File: src/rtl/ready_valid_to_axi_master_pkg.sv
// Shared types and constants for the ready/valid to AXI4-Lite initiator.
package ready_valid_to_axi_master_pkg;

   // Transaction sequencer states
   typedef enum logic [2:0] {
      StIdle,
      StWrAwW,
      StWrB,
      StRdAr,
      StRdR,
      StRsp
   } state_e;

   // AXI response codes
   localparam logic [1:0] RespOkay   = 2'b00;
   localparam logic [1:0] RespExOkay = 2'b01;
   localparam logic [1:0] RespSlvErr = 2'b10;
   localparam logic [1:0] RespDecErr = 2'b11;

   // EXOKAY counts as success; only SLVERR/DECERR are errors
   function automatic logic resp_is_err(input logic [1:0] resp);
      logic err;
      err = 1'b0;
      case (resp)
         RespOkay:   err = 1'b0;
         RespExOkay: err = 1'b0;
         RespSlvErr: err = 1'b1;
         RespDecErr: err = 1'b1;
      endcase
      return err;
   endfunction

endpackage

File: src/rtl/ready_valid_to_axi_master.sv
// AXI4-Lite initiator: one single-beat read or write per accepted command, result
// returned on a ready/valid response channel. At most one transaction in flight.
module ready_valid_to_axi_master
   import ready_valid_to_axi_master_pkg::*;
#(
   parameter int unsigned ADDR_W = 4,
   parameter int unsigned DATA_W = 32
) (
   input  logic                M00_AXI_aclk,
   input  logic                M00_AXI_aresetn,
   // command channel
   input  logic                cmd_valid_i,
   output logic                cmd_ready_o,
   input  logic                cmd_write_i,
   input  logic [ADDR_W-1:0]   cmd_addr_i,
   input  logic [DATA_W-1:0]   cmd_wdata_i,
   // response channel
   output logic                rsp_valid_o,
   input  logic                rsp_ready_i,
   output logic [DATA_W-1:0]   rsp_rdata_o,
   output logic                rsp_error_o,
   // AXI write address
   output logic [ADDR_W-1:0]   M00_AXI_awaddr,
   output logic                M00_AXI_awvalid,
   input  logic                M00_AXI_awready,
   // AXI write data
   output logic [DATA_W-1:0]   M00_AXI_wdata,
   output logic [DATA_W/8-1:0] M00_AXI_wstrb,
   output logic                M00_AXI_wvalid,
   input  logic                M00_AXI_wready,
   // AXI write response
   input  logic [1:0]          M00_AXI_bresp,
   input  logic                M00_AXI_bvalid,
   output logic                M00_AXI_bready,
   // AXI read address
   output logic [ADDR_W-1:0]   M00_AXI_araddr,
   output logic                M00_AXI_arvalid,
   input  logic                M00_AXI_arready,
   // AXI read data
   input  logic [DATA_W-1:0]   M00_AXI_rdata,
   input  logic [1:0]          M00_AXI_rresp,
   input  logic                M00_AXI_rvalid,
   output logic                M00_AXI_rready
);

   localparam int unsigned StrbW = DATA_W / 8;

   state_e              state_q, state_d;
   logic                awvalid_q, awvalid_d;
   logic                wvalid_q, wvalid_d;
   logic                bready_q, bready_d;
   logic                arvalid_q, arvalid_d;
   logic                rready_q, rready_d;
   logic                rsp_valid_q, rsp_valid_d;
   logic                rsp_error_q, rsp_error_d;
   logic [DATA_W-1:0]   rsp_rdata_q, rsp_rdata_d;
   logic [ADDR_W-1:0]   addr_q, addr_d;
   logic [DATA_W-1:0]   wdata_q, wdata_d;

   // Next-state and registered-output computation for the transaction sequencer
   always_comb begin
      state_d     = state_q;
      awvalid_d   = awvalid_q;
      wvalid_d    = wvalid_q;
      bready_d    = bready_q;
      arvalid_d   = arvalid_q;
      rready_d    = rready_q;
      rsp_valid_d = rsp_valid_q;
      rsp_error_d = rsp_error_q;
      rsp_rdata_d = rsp_rdata_q;
      addr_d      = addr_q;
      wdata_d     = wdata_q;

      unique case (state_q)
         StIdle: begin
            if (cmd_valid_i) begin
               addr_d  = cmd_addr_i;
               wdata_d = cmd_wdata_i;
               if (cmd_write_i) begin
                  awvalid_d = 1'b1;
                  wvalid_d  = 1'b1;
                  state_d   = StWrAwW;
               end else begin
                  arvalid_d = 1'b1;
                  state_d   = StRdAr;
               end
            end
         end
         StWrAwW: begin
            // AW and W retire independently; B phase starts once both are gone
            if (M00_AXI_awready) awvalid_d = 1'b0;
            if (M00_AXI_wready)  wvalid_d  = 1'b0;
            if (!awvalid_d && !wvalid_d) begin
               bready_d = 1'b1;
               state_d  = StWrB;
            end
         end
         StWrB: begin
            if (M00_AXI_bvalid) begin
               bready_d    = 1'b0;
               rsp_error_d = resp_is_err(M00_AXI_bresp);
               rsp_rdata_d = '0;
               rsp_valid_d = 1'b1;
               state_d     = StRsp;
            end
         end
         StRdAr: begin
            if (M00_AXI_arready) begin
               arvalid_d = 1'b0;
               rready_d  = 1'b1;
               state_d   = StRdR;
            end
         end
         StRdR: begin
            if (M00_AXI_rvalid) begin
               rready_d    = 1'b0;
               rsp_error_d = resp_is_err(M00_AXI_rresp);
               rsp_rdata_d = M00_AXI_rdata;
               rsp_valid_d = 1'b1;
               state_d     = StRsp;
            end
         end
         StRsp: begin
            if (rsp_ready_i) begin
               rsp_valid_d = 1'b0;
               state_d     = StIdle;
            end
         end
         default: state_d = StIdle;
      endcase
   end

   // State and output registers; reset drops every valid and abandons the transaction
   always_ff @(posedge M00_AXI_aclk or negedge M00_AXI_aresetn) begin
      if (!M00_AXI_aresetn) begin
         state_q     <= StIdle;
         awvalid_q   <= 1'b0;
         wvalid_q    <= 1'b0;
         bready_q    <= 1'b0;
         arvalid_q   <= 1'b0;
         rready_q    <= 1'b0;
         rsp_valid_q <= 1'b0;
         rsp_error_q <= 1'b0;
         rsp_rdata_q <= '0;
         addr_q      <= '0;
         wdata_q     <= '0;
      end else begin
         state_q     <= state_d;
         awvalid_q   <= awvalid_d;
         wvalid_q    <= wvalid_d;
         bready_q    <= bready_d;
         arvalid_q   <= arvalid_d;
         rready_q    <= rready_d;
         rsp_valid_q <= rsp_valid_d;
         rsp_error_q <= rsp_error_d;
         rsp_rdata_q <= rsp_rdata_d;
         addr_q      <= addr_d;
         wdata_q     <= wdata_d;
      end
   end

   // Gated by reset so no command is accepted while reset is held
   assign cmd_ready_o     = (state_q == StIdle) & M00_AXI_aresetn;

   assign rsp_valid_o     = rsp_valid_q;
   assign rsp_rdata_o     = rsp_rdata_q;
   assign rsp_error_o     = rsp_error_q;

   assign M00_AXI_awaddr  = addr_q;
   assign M00_AXI_awvalid = awvalid_q;
   assign M00_AXI_wdata   = wdata_q;
   assign M00_AXI_wstrb   = {StrbW{1'b1}};
   assign M00_AXI_wvalid  = wvalid_q;
   assign M00_AXI_bready  = bready_q;
   assign M00_AXI_araddr  = addr_q;
   assign M00_AXI_arvalid = arvalid_q;
   assign M00_AXI_rready  = rready_q;

endmodule

File: config.mk
export PLATFORM = sky130hd
export DESIGN_NAME = ready_valid_to_axi_master
export DESIGN_NICKNAME = d
export VERILOG_FILES = /design/src/rtl/ready_valid_to_axi_master_pkg.sv /design/src/rtl/ready_valid_to_axi_master.sv
export SDC_FILE = /design/constraint.sdc
export NUM_CORES = 1
export LEC_CHECK = 0
export CAP_MARGIN = 25
export CORE_AREA = 5 5 96 98
export CTS_CLUSTER_SIZE = 20
export DETAILED_ROUTE_END_ITERATION = 8
export DIE_AREA = 0 0 101 103
export PLACE_DENSITY = 0.78
export SLEW_MARGIN = 10
export SYNTH_ARGS = -nofsm -noshare
export SYNTH_HDL_FRONTEND = slang
export SYNTH_SLANG_ARGS = --single-unit
export TNS_END_PERCENT = 1
File: constraint.sdc
create_clock -name M00_AXI_aclk -period 1.6 [get_ports M00_AXI_aclk]
set_input_delay 0.32 -clock M00_AXI_aclk [delete_from_list [all_inputs] [get_ports M00_AXI_aclk]]
set_output_delay 0.32 -clock M00_AXI_aclk [all_outputs]
set_load 0.01 [all_outputs]
==> flow_summary.ini <==
[detailed_routing]
drt_drc_violations_left = 0
vias_per_cell = 4.910
route.vias.total = 2499
drt_first_iter_violations = 71
routed_wl_um = 9261
first_pass_detailed_route_iteration_total = 4
antenna_violating_nets_post_route = 0
avgRoutedWirePerCell_um = 18.19

[synthesis]
seq_area_frac_synth_pct = 63.00
avgSynthCellArea_um2 = 14.21
ys_ff_latch = 78
ys.flop_type = dfrtp_1
async_reset_ff_share_pct = 100.0
synth_warnings = 0
synth.most_common_cell = dfrtp_1
ys_top_cells_by_area = dfrtp_1 (63%), mux2_1 (13%), a22o_1 (9.0%)
yosysTopAreaCell = dfrtp_1
synth.cell_area_um2 = 3098
postSynthCellCount = 218
synth_common_cells = dfrtp_1 (78), mux2_1 (37), a22o_1 (32)
top_area_cell_type_share_of_the_netlist_area_pct = 63.00
synth_enable_flop_cells = 0
synth.distinct_cells = 32

[clocking]
tritoncts_clock_tree = built
clk_transition_reported_paths_ns = 0.08
htree_levels = 3
cts_root_buf = clkbuf_8
max-clock-path-buffers = 2
cts_buffers = 9
clk-insertion-delay-late_ns = 0.34
cts.hold.buffers_added = 0
sink_count_of_the_clock_tree = 78

[setup_path]
critPathMaxStageDelay_ns = 0.40
crit_path_frequent_cell = buf_6
path_cells = buf_6 -> nor4b_4 -> buf_6 -> buf_12 -> mux2_1
worst_endpoint_required_time_ns = 1.82
worst_path_max_delay_cell = dfrtp_1
endpoint_kind = flop
worst_endpoint_data_arrival_time_ns = 1.86
worst-setup-path-type = reg -> reg
critPathMaxFanout = 10
critPathLaunchType = flop
regToRegSetupSlack_ns = -0.04

[sta]
post-route-period-util_pct = 102.6
post-route-min-period_ns = 1.642
whs_ns = -0.01248
final_critical_path_setup_slack_ns = -0.04161
clock-skew-final_ns = 0.01038
final-max-slew-violation-count = 0
grt_setup_unrepaired = true
setup_viol = 40
report.final.hold_viol_count = 17
fmax_mhz = 609.2

[floorplan]
core_um2 = 8381
floorplan.die_area_um2 = 10400
die-height_um = 103
chipWidth_um = 101
start_util_pct = 36.97
std_cell_rows = 34
pin_count = 166

[final_layout]
multiInputGateArea_um2 = 1134
n_fill_cell = 674
area_delta_synth_final_pct = 74.39
ff_latch_area_um2 = 1952
share_of_final_layout_standard_cells_stronger_than_drive_strength_1_pct = 19.45
n_diodes = 0
nNetsFinal = 478
final_cell_count_no_fill = 509

[power]
intPower_mw = 6.642
clkPwrFrac_pct = 14.4
post-layout-total-power_mw = 9.833
cellPowerDensity_nw_per_um2 = 1820
sequentialPowerShare_pct = 34.8
max-vdd-ir-drop_uv = 794.3
cellLeakagePower_nw = 2.706
p_sw_mw = 3.191
switching_share_pct = 32.45
power.combinational.fraction_pct = 50.8

[placed_design]
dp.final_hpwl_um = 6292
gp_congestion = 0.8326
port_buffers = 159
detailedPlace.worstSlack_ns = -0.2606
place_inst = 479

[global_route]
grt_antenna_before_repair = 0
grt_start_max_net_pins = 79
grt_overflow_total = 0
grt_first_pass_wirelength_um = 13390
grt_pass1_vias = 2578
all_layer_global_routing_usage_pct = 16.81

[hold_path]
holdCritPathClass = in -> async

[outcome]
status = finished, violations left
violations_in_the_final_reports = hold timing, setup timing

[flow_run]
cap_violations = 0
repair_timing:
| item | CTS | global route |
|---|---|---|
| pin swaps | 2 | 3 |
| endpoints found under the setup margin | 57 | 98 |
| buffers inserted | 5 | 5 |
| resized for setup | 33 | 56 |
| cloned | 2 | 1 |
cell usage in the layout (no fill, tap or decap), drive strengths merged, types with 3 or more instances in the layout:
cell type / count
dlymetal6s2s: 26
buf: 28
nand2: 4
nand2b: 5
a22o: 32
inv: 4
clkdlybuf4s50: 113
dlygate4sd2: 18
mux2: 38
a21oi: 7
o21ai: 5
clkbuf: 11
conb: 4
clkinvlp: 3
dfrtp: 78
layer usage:
metal  part of all wire [%]  global-route usage [%]  wire, um
met3                    6.9                   3.857       642
met5                      0                       0         0
met4                   0.66                   5.215        61
met2                     51                   28.10      4684
met1                     42                   21.88      3873
logic make-up after synthesis:
kind of cell,Yosys count,synth area share [%]
DFF,78,63.00
AOI/OAI and AO/OA,54,13.37
muxes,40,14.46
buffers and inverters,26,5.129
and+or+nand+nor,19,3.917
other,1,0.1210
path summary, 6_finish.rpt:
path,start,to,cells past startpoint
min in group M00_AXI_aclk,M00_AXI_wdata[29],M00_AXI_wdata[29],1
worst max-delay path,state_q[0],M00_AXI_araddr[1],5
worst max register to register,state_q[0],M00_AXI_araddr[1],5
worst min-delay path,M00_AXI_aresetn,rsp_rdata_o[23],2
max in group asynchronous,M00_AXI_aresetn,M00_AXI_arvalid,3
worst min register to register,M00_AXI_wdata[29],M00_AXI_wdata[29],1
sequential cells by signal, summed over array words and instances, names as in the netlist:
name,count
M00_AXI_araddr,4
M00_AXI_arvalid,1
M00_AXI_awvalid,1
M00_AXI_bready,1
M00_AXI_rready,1
M00_AXI_wdata,32
M00_AXI_wvalid,1
rsp_error_o,1
rsp_rdata_o,32
rsp_valid_o,1
state_q,3
worst max-delay path: cells and delay by family, from the launching register on:
kind	cells	cell delay, ns
flops	1	0.40
simple gates	1	0.32
buf+inv	3	0.46
mux	1	0.34
area by class of cell:
cell class	instances	area share, %
repair buffers	186	36.59
flip-flops and latches	78	36.13
multi-input cells	117	20.98
well taps	108	2.501
clock buffers	10	2.362
clock inverters	6	1.158
inverters	4	0.2779
power groups by stage:
stage               sequential, mW  combinational, mW  clock (mW)
floorplan                     3.82               1.49           0
global placement              3.39               4.37           0
detailed placement            3.43               4.48           0
CTS                           3.41               4.61        1.46
global route                  3.55               5.30        1.54
finish                        3.42               5.00        1.41
through the flow:
stage / hold slack (ns) / TNS [ns] / area (um2) / util (%)
final: -0.01248 / -0.5310 / 5403 / 64.47
after global routing: 0.01545 / -4.675 / 5403 / 64.47
after CTS: 0.2701 / -0.5415 / 5135 / 61.27
after detailed placement: 0.4751 / -10.39 / 4840 / 57.75
after global placement: 0.4664 / -8.444 / 4840 / 57.75
after floorplan: 0.02441 / 0 / 3109 / -
No activity file was read; power rests on OpenSTA's default activity.
